==> config.mk <==
export PLATFORM = sky130hd
export DESIGN_NAME = seq_det_sched
export DESIGN_NICKNAME = d
export VERILOG_FILES = /design/src/rtl/seq_det_sched.sv
export SDC_FILE = /design/constraint.sdc
export NUM_CORES = 1
export LEC_CHECK = 0
export ABC_AREA = 1
export BUFFER_PORTS_ARGS = -buffer_cell sky130_fd_sc_hd__buf_2
export CORE_MARGIN = 3
export CORE_UTILIZATION = 40
export DETAILED_ROUTE_END_ITERATION = 6
export SYNTH_ARGS = -nofsm -noshare
export SYNTH_HDL_FRONTEND = slang
export SYNTH_SLANG_ARGS = --single-unit
==> constraint.sdc <==
create_clock -name clk -period 2.8 [get_ports clk]
set_input_delay 0.28 -clock clk [delete_from_list [all_inputs] [get_ports clk]]
set_output_delay 0.28 -clock clk [all_outputs]
set_load 0.02 [all_outputs]
==> src/rtl/seq_det_sched.sv <==
// Arbitrates NREQ requesters, serialises the granted word MSB first into a "110" Mealy
// detector and reports the match count. Define SEQ_DET_SCHED_FIXED_PRIO_EN for fixed priority.
module seq_det_sched #(
   parameter int NREQ   = 4,
   parameter int WORD_W = 8
) (
   input  logic                   clk,
   input  logic                   rst_b,
   input  logic [NREQ-1:0]        req,
   input  logic [NREQ*WORD_W-1:0] data,
   output logic [NREQ-1:0]        gnt,
   output logic                   busy,
   output logic                   ser_x,
   output logic                   done,
   output logic [1:0]             done_id,
   output logic [3:0]             match_cnt
);
   localparam int CNT_W = $clog2(WORD_W + 1);
   localparam logic [CNT_W-1:0] LAST_BIT = CNT_W'(WORD_W - 1);

   typedef enum logic [1:0] {IDLE = 2'd0, LOAD = 2'd1, SHIFT = 2'd2, DONE = 2'd3} state_t;
   typedef enum logic [1:0] {D0 = 2'd0, D1 = 2'd1, D2 = 2'd2} det_t;

   state_t            state_r;
   det_t              det_r;
   det_t              det_nxt_s;
   logic              match_s;
   logic [1:0]        win_r;
   logic [1:0]        win_s;
   logic              win_vld_s;
   logic [1:0]        idx_s;
   logic [WORD_W-1:0] data_word_s;
   logic [WORD_W-1:0] shreg_r;
   logic [CNT_W-1:0]  bit_cnt_r;
   logic [3:0]        mcnt_r;
   logic [3:0]        mcnt_nxt_s;
   logic [NREQ-1:0]   gnt_r;
   logic              busy_r;
   logic              ser_x_r;
   logic              done_r;
   logic [1:0]        done_id_r;
   logic [3:0]        match_cnt_r;
`ifndef SEQ_DET_SCHED_FIXED_PRIO_EN
   logic [1:0]        ptr_r;
`endif

   function automatic logic [3:0] sat_inc(input logic [3:0] cnt, input logic inc);
      if (inc && (cnt != 4'hF)) begin
         return cnt + 4'd1;
      end else begin
         return cnt;
      end
   endfunction

   assign data_word_s = data[32'(win_r) * WORD_W +: WORD_W];

   // Arbiter: scan from highest to lowest priority offset so the highest-priority request wins last
   always_comb begin
      win_s     = 2'd0;
      win_vld_s = 1'b0;
      idx_s     = 2'd0;
      for (int k = NREQ - 1; k >= 0; k--) begin
`ifdef SEQ_DET_SCHED_FIXED_PRIO_EN
         idx_s = 2'(k);
`else
         idx_s = ptr_r + 2'(k);
`endif
         win_s     = req[idx_s] ? idx_s : win_s;
         win_vld_s = win_vld_s | req[idx_s];
      end
   end

   // Mealy "110" detector; a trailing 0 that completes a match is not reused
   always_comb begin
      det_nxt_s = D0;
      match_s   = 1'b0;
      case (det_r)
         D0: det_nxt_s = ser_x_r ? D1 : D0;
         D1: det_nxt_s = ser_x_r ? D2 : D0;
         D2: begin
            det_nxt_s = ser_x_r ? D2 : D0;
            match_s   = ~ser_x_r;
         end
         default: det_nxt_s = D0;
      endcase
      mcnt_nxt_s = sat_inc(mcnt_r, match_s);
   end

   // Control FSM with all outputs registered
   always_ff @(posedge clk or negedge rst_b) begin
      if (!rst_b) begin
         state_r     <= IDLE;
         det_r       <= D0;
         win_r       <= 2'd0;
         shreg_r     <= '0;
         bit_cnt_r   <= '0;
         mcnt_r      <= 4'd0;
         gnt_r       <= '0;
         busy_r      <= 1'b0;
         ser_x_r     <= 1'b0;
         done_r      <= 1'b0;
         done_id_r   <= 2'd0;
         match_cnt_r <= 4'd0;
`ifndef SEQ_DET_SCHED_FIXED_PRIO_EN
         ptr_r       <= 2'd0;
`endif
      end else begin
         gnt_r  <= '0;
         done_r <= 1'b0;
         case (state_r)
            IDLE: begin
               if (win_vld_s) begin
                  state_r <= LOAD;
                  win_r   <= win_s;
                  gnt_r   <= {{(NREQ-1){1'b0}}, 1'b1} << win_s;
                  busy_r  <= 1'b1;
`ifndef SEQ_DET_SCHED_FIXED_PRIO_EN
                  ptr_r   <= win_s + 2'd1;
`endif
               end else begin
                  state_r <= IDLE;
               end
            end
            LOAD: begin
               shreg_r   <= data_word_s << 1;
               ser_x_r   <= data_word_s[WORD_W-1];
               bit_cnt_r <= '0;
               mcnt_r    <= 4'd0;
               det_r     <= D0;
               state_r   <= SHIFT;
            end
            SHIFT: begin
               det_r  <= det_nxt_s;
               mcnt_r <= mcnt_nxt_s;
               if (bit_cnt_r == LAST_BIT) begin
                  ser_x_r     <= 1'b0;
                  done_r      <= 1'b1;
                  done_id_r   <= win_r;
                  match_cnt_r <= mcnt_nxt_s;
                  state_r     <= DONE;
               end else begin
                  ser_x_r   <= shreg_r[WORD_W-1];
                  shreg_r   <= shreg_r << 1;
                  bit_cnt_r <= bit_cnt_r + CNT_W'(1);
               end
            end
            DONE: begin
               busy_r  <= 1'b0;
               state_r <= IDLE;
            end
            default: begin
               busy_r  <= 1'b0;
               ser_x_r <= 1'b0;
               det_r   <= D0;
               state_r <= IDLE;
            end
         endcase
      end
   end

   assign gnt       = gnt_r;
   assign busy      = busy_r;
   assign ser_x     = ser_x_r;
   assign done      = done_r;
   assign done_id   = done_id_r;
   assign match_cnt = match_cnt_r;
endmodule

---- Word level (Yosys, flattened, before mapping) ----
Cells that the tools add are included.
storage, ports and cells
  bits of input ports ..................... 38
  logic and storage cells ................. 83
  bits in registers ....................... 37
cells by class
  mux-type cells .......................... 34
  magnitude comparators ................... 4
  bitwise logic cells ..................... 4
  equality and inequality tests ........... 10
  shift-type cells ........................ 2
  add/sub/neg operators ................... 6
  reductions and logical operators ........ 10
operators with widths
  operator                                                                       count
  32-bit by 6-bit indexed part select with 8-bit output                          1
  4-bit 2-to-1 mux                                                               4
  4-bit one-hot mux with 2 select lines                                          2
  8-bit one-hot mux with 2 select lines                                          1
  2-bit by 3-bit less-than comparator with 1-bit output (second input constant)  4
  2-bit 2-to-1 mux                                                               6
  1-bit 2-to-1 mux                                                               11
  4-bit by 1-bit adder with 4-bit output (second input constant)                 2
  1-bit binary-select mux with 2-bit select                                      4
  8-bit 2-to-1 mux                                                               1
  2-bit one-hot mux with 2 select lines                                          2
  2-bit one-hot mux with 4 select lines                                          1
  2-bit AND reduction                                                            4
  2-bit == test (second input constant)                                          3
  2-bit != test (second input constant)                                          3
  2-bit by 1-bit adder with 2-bit output (second input constant)                 2
  2-bit adder (second input constant)                                            2
  2-bit by 1-bit == test with 1-bit output (second input constant)               2
  4-bit by 3-bit == test with 1-bit output (second input constant)               1
  2-bit logical NOT                                                              2
  4-bit != test (second input constant)                                          1
  1-bit one-hot mux with 2 select lines                                          2
  2-bit nonzero test                                                             2
  1-bit by 2-bit left shift with 4-bit output (first input constant)             1
  other kinds (4)                                                                6

---- Depth between registers and ports, before layout ----
  word-level depth ........................ 10
  mapped depth ............................ 12
  depth with buffers taken out ............ 12

---- Least setup slack after synthesis ----
No wires, ideal clock.
  kind .................................... register to register
  from .................................... register bit_cnt_r[0]
  to ...................................... register shreg_r[5]
  buffers on the path ..................... 1
  slack ................................... 1.411 ns
  stages on the path, launching flop included .. 10
  clock period less this slack ............ 1.389 ns
  arrival time ............................ 1.260 ns
  library setup time ...................... 0.129 ns
  path through ............................ dfrtp_1 -> ha_1 -> nand2_1 -> nor2_1 -> nand2_1 -> nand2_1 -> buf_2 -> a21oi_1 -> o21ai_0 -> o21ai_0
on the way
  cells in the longest elaborated chain, start to end .. 3
ends and longest elaborated chain
  what                                      line  text
  start, declared                           34    logic [CNT_W-1:0] bit_cnt_r;
  start signal, assigned                    144   bit_cnt_r <= bit_cnt_r + CNT_W'(1);
  4-bit by 3-bit == test with 1-bit output  135   if (bit_cnt_r == LAST_BIT) begin
  2-bit != test (no source line)            --
  2-bit AND reduction (no source line)      --
  end signal, assigned                      125   shreg_r <= data_word_s << 1;
  end signal, assigned                      143   shreg_r <= shreg_r << 1;
  end, declared                             33    logic [WORD_W-1:0] shreg_r;
Every way passes these cells.
A chain may end at the register's enable or synchronous reset.

---- Worst setup path after layout ----
  from .................................... register state_r[0]
  to ...................................... register bit_cnt_r[3]
on the way
  cells in the longest elaborated chain, start to end .. 3
  elaborated cells between the ends (all ways) .. 6
  classes of those cells .................. 3 x eq/ne; 1 x mux; 2 x reduce/logical
ends and longest elaborated chain
  what                                                                       line  text
  start, declared                                                            24    state_t state_r;
  start signal, assigned                                                     92    state_r <= IDLE;
  start signal, assigned                                                     113   state_r <= LOAD;
  start signal, assigned                                                     121   state_r <= IDLE;
  2-bit == test or 2-bit by 1-bit == test with 1-bit output (tied branches)  110   case (state_r)
  2-bit != test (no source line) or 2-bit nonzero test (tied branches)       --
  2-bit AND reduction (no source line)                                       --
Parallel ways exist; a longest one is shown, timed or not.

==> impl_metrics.toml <==
[timing]
setup_viol_count_final = 0
layout_setup_ws_ns = 0.696
timing.final.crit_share_pct = 75.2
tightest_slew_ns = 0.780
hold_violations = 0
rsz0062_at_grt = "false"
finalClockSkew_ns = 0.00744
slew_headroom_pct = 48.0
min_period_ns = 2.10
maxSlewViolCount = 0
tns_ns = 0
whs_ns = 0.0710
fmax_mhz = 475

[yosys]
synth-edff-count = 0
synth_ff_type = "dfrtp_1"
synth_area_um2 = 2060
syn_nets = 313
synth-seq-cells = 36
netlist_top_cells_area = "dfrtp_1 44%, nand2_1 9.7%, o21ai_0 8.5%, inv_1 6.0%, ha_1 5.5%"
synth_area_leader_cell = "dfrtp_1"
ys_warn_count = 0
synthCells = 266
ys_types = 23
async_reset_ff_share_pct = 100
synth-seq-area-share_pct = 43.8
yosysTopAreaCellShare_pct = 43.8
syn_avg_cell_area_um2 = 7.73

[drt]
vias_per_cell = 4.84
vias = 1857
wl_mm = 4.37
wl_per_cell_um = 11.4
drtIter0Drc = 60
drc_errors = 0
dr.pass1.iters = 6
ant_nets = 0

[finish]
final_common_cell = "nand2_1"
syn2layout_area_growth_pct = 19.1
fin_util_pct = 50.5
nets = 363
n_antenna_cell = 0
layout_common_cells = "53 x nand2_1, 50 x buf_2, 36 x dfrtp_1"
drive_gt1_share_pct = 25.6
final_area_um2 = 2450

[placement]
dpl.hpwl_mm = 3.41
place_ws_ns = 0.679
placed_area_um2 = 2360
portBuffers = 50
place_congestion = 0.826

[worst_setup_path]
arrival_ns = 2.32
cp_top_family = "simple AND/OR/NAND/NOR gates"
critPathSlowestCell = "dfrtp_1"
crit_type = "reg2reg"
slowest_delay_ns = 0.38
path_buf_inv = 3
worst_setup_path_start_kind = "flip-flop"
worstPathRequired_ns = 3.02
setup.worst_path.end_class = "flip-flop"
cp_max_fo = 15
crit_path_frequent_cell = "nand2_1"
path_cells = "inv_1 > ha_1 > buf_4 > nand2_1 > nand2_1 > inv_2 > nand4_1 > xor2_1 > a21oi_1"

[clock_tree]
cts_hold_buffers = 0
cts_made_buffers = 5
clockBufferDepth = 2
cts_tree = "done"
htree_levels = 2
cts_sinks = 36
cts_setup_buffers = 0
clockRootBuffer = "clkbuf_8"
worstSkewPairLatency_ns = 0.29
cts.reportedPaths.clkPinSlew_ns = 0.07
ctsResizeCount = 0

[die]
die_h_um = 77.7
die_x_um = 77.7
die_area_um2 = 6040
initial_core_util_pct = 42.4
rows = 25
ioPinCount = 51
core_area_um2 = 4850

[power_and_ir_drop]
p_per_area_nw_per_um2 = 1080
cellLeakagePower_nw = 1.32
vdd_drop_max_mv = 0.377

[global_routing]
grt_first_pass_wirelength_mm = 7.53
grt_pass1_vias = 1706
antenna_found_initial = 0
overflow = 0
grt_max_degree = 37
grt_usage_pct = 15.6

[status]
status = "complete, no violations"

[worst_hold_path]
min-delay-path-class = "in2async"

[job]
maxCapViolCount = 0
## flip-flops by register name, summed over array words and instances (netlist names)
signal     flops
state_r        2
done           1
ser_x          1
gnt            4
match_cnt      4
done_id        2
mcnt_r         4
det_r          2
shreg_r        7
ptr_r          2
busy           1
bit_cnt_r      4
win_r          2
## cells by family (layout without fill, tap and decap cells)
logic type / count (synthesis) / count (layout) / share of synthesized area (%)
AO/OA/AOI/OAI: 65 / 65 / 17.4
XOR/XNOR: 4 / 4 / 1.70
adder cells (fa/ha/maj): 9 / 9 / 5.47
buffers and inverters: 46 / 97 / 8.94
flip-flops: 36 / 36 / 43.8
AND/OR/NAND/NOR: 106 / 106 / 22.7
## cell type report
| class | count | area (um^2) |
|---|---|---|
| sequential | 36 | 901 |
| tap | 67 | 83.8 |
| clock inverter | 2 | 10.0 |
| fill | 467 | 2400 |
| inverter | 38 | 143 |
| multi-input combinational | 184 | 972 |
| timing repair buffer | 51 | 258 |
| clock buffer | 6 | 82.6 |
## through the flow
step	instances	total power, mW
after floorplan	266	1.96
after global placement	376	2.29
after detailed placement	376	2.31
after CTS	384	2.69
after global routing	384	2.93
final	384	2.66
## cell usage after synthesis, drive strengths merged (3+ instances only)
master and n:
nand2 63, o21ai 39, inv 38, dfrtp 36, nor2 25, nand3 14, a21oi 12, o22ai 12
ha 9, buf 4, clkbuf 4, xor2 4, nand4 3
## power by group
group | switching [mW] | internal (mW) | leakage (nW)
combinational | 0.932 | 0.481 | 0.802
sequential | 0.157 | 0.711 | 0.463
clock | 0.180 | 0.196 | 0.0510
total | 1.27 | 1.39 | 1.32
## final timing paths
kind | from | to | slack (ns) | cells after the start
min in group clk | data[16] | shreg_r[1] | 0.37 | 5
worst max register to register | state_r[0] | bit_cnt_r[3] | 0.70 | 9
worst min register to register | match_cnt[3] | match_cnt[3] | 0.48 | 2
worst min-delay path | rst_b | ptr_r[1] | 0.07 | 1
max in group asynchronous | rst_b | bit_cnt_r[2] | 2.23 | 1
worst max-delay path | state_r[0] | bit_cnt_r[3] | 0.70 | 9
## routing by layer
layer  vias up  wire length [um]  GRT usage, %
met5         -                 0             0
met4         0                60          5.34
met3         8               308          4.06
met2        69              1830          23.9
met1       815              2160          21.4
li1        965                 -             -
Note: power is estimated with default switching activity, not from simulation.
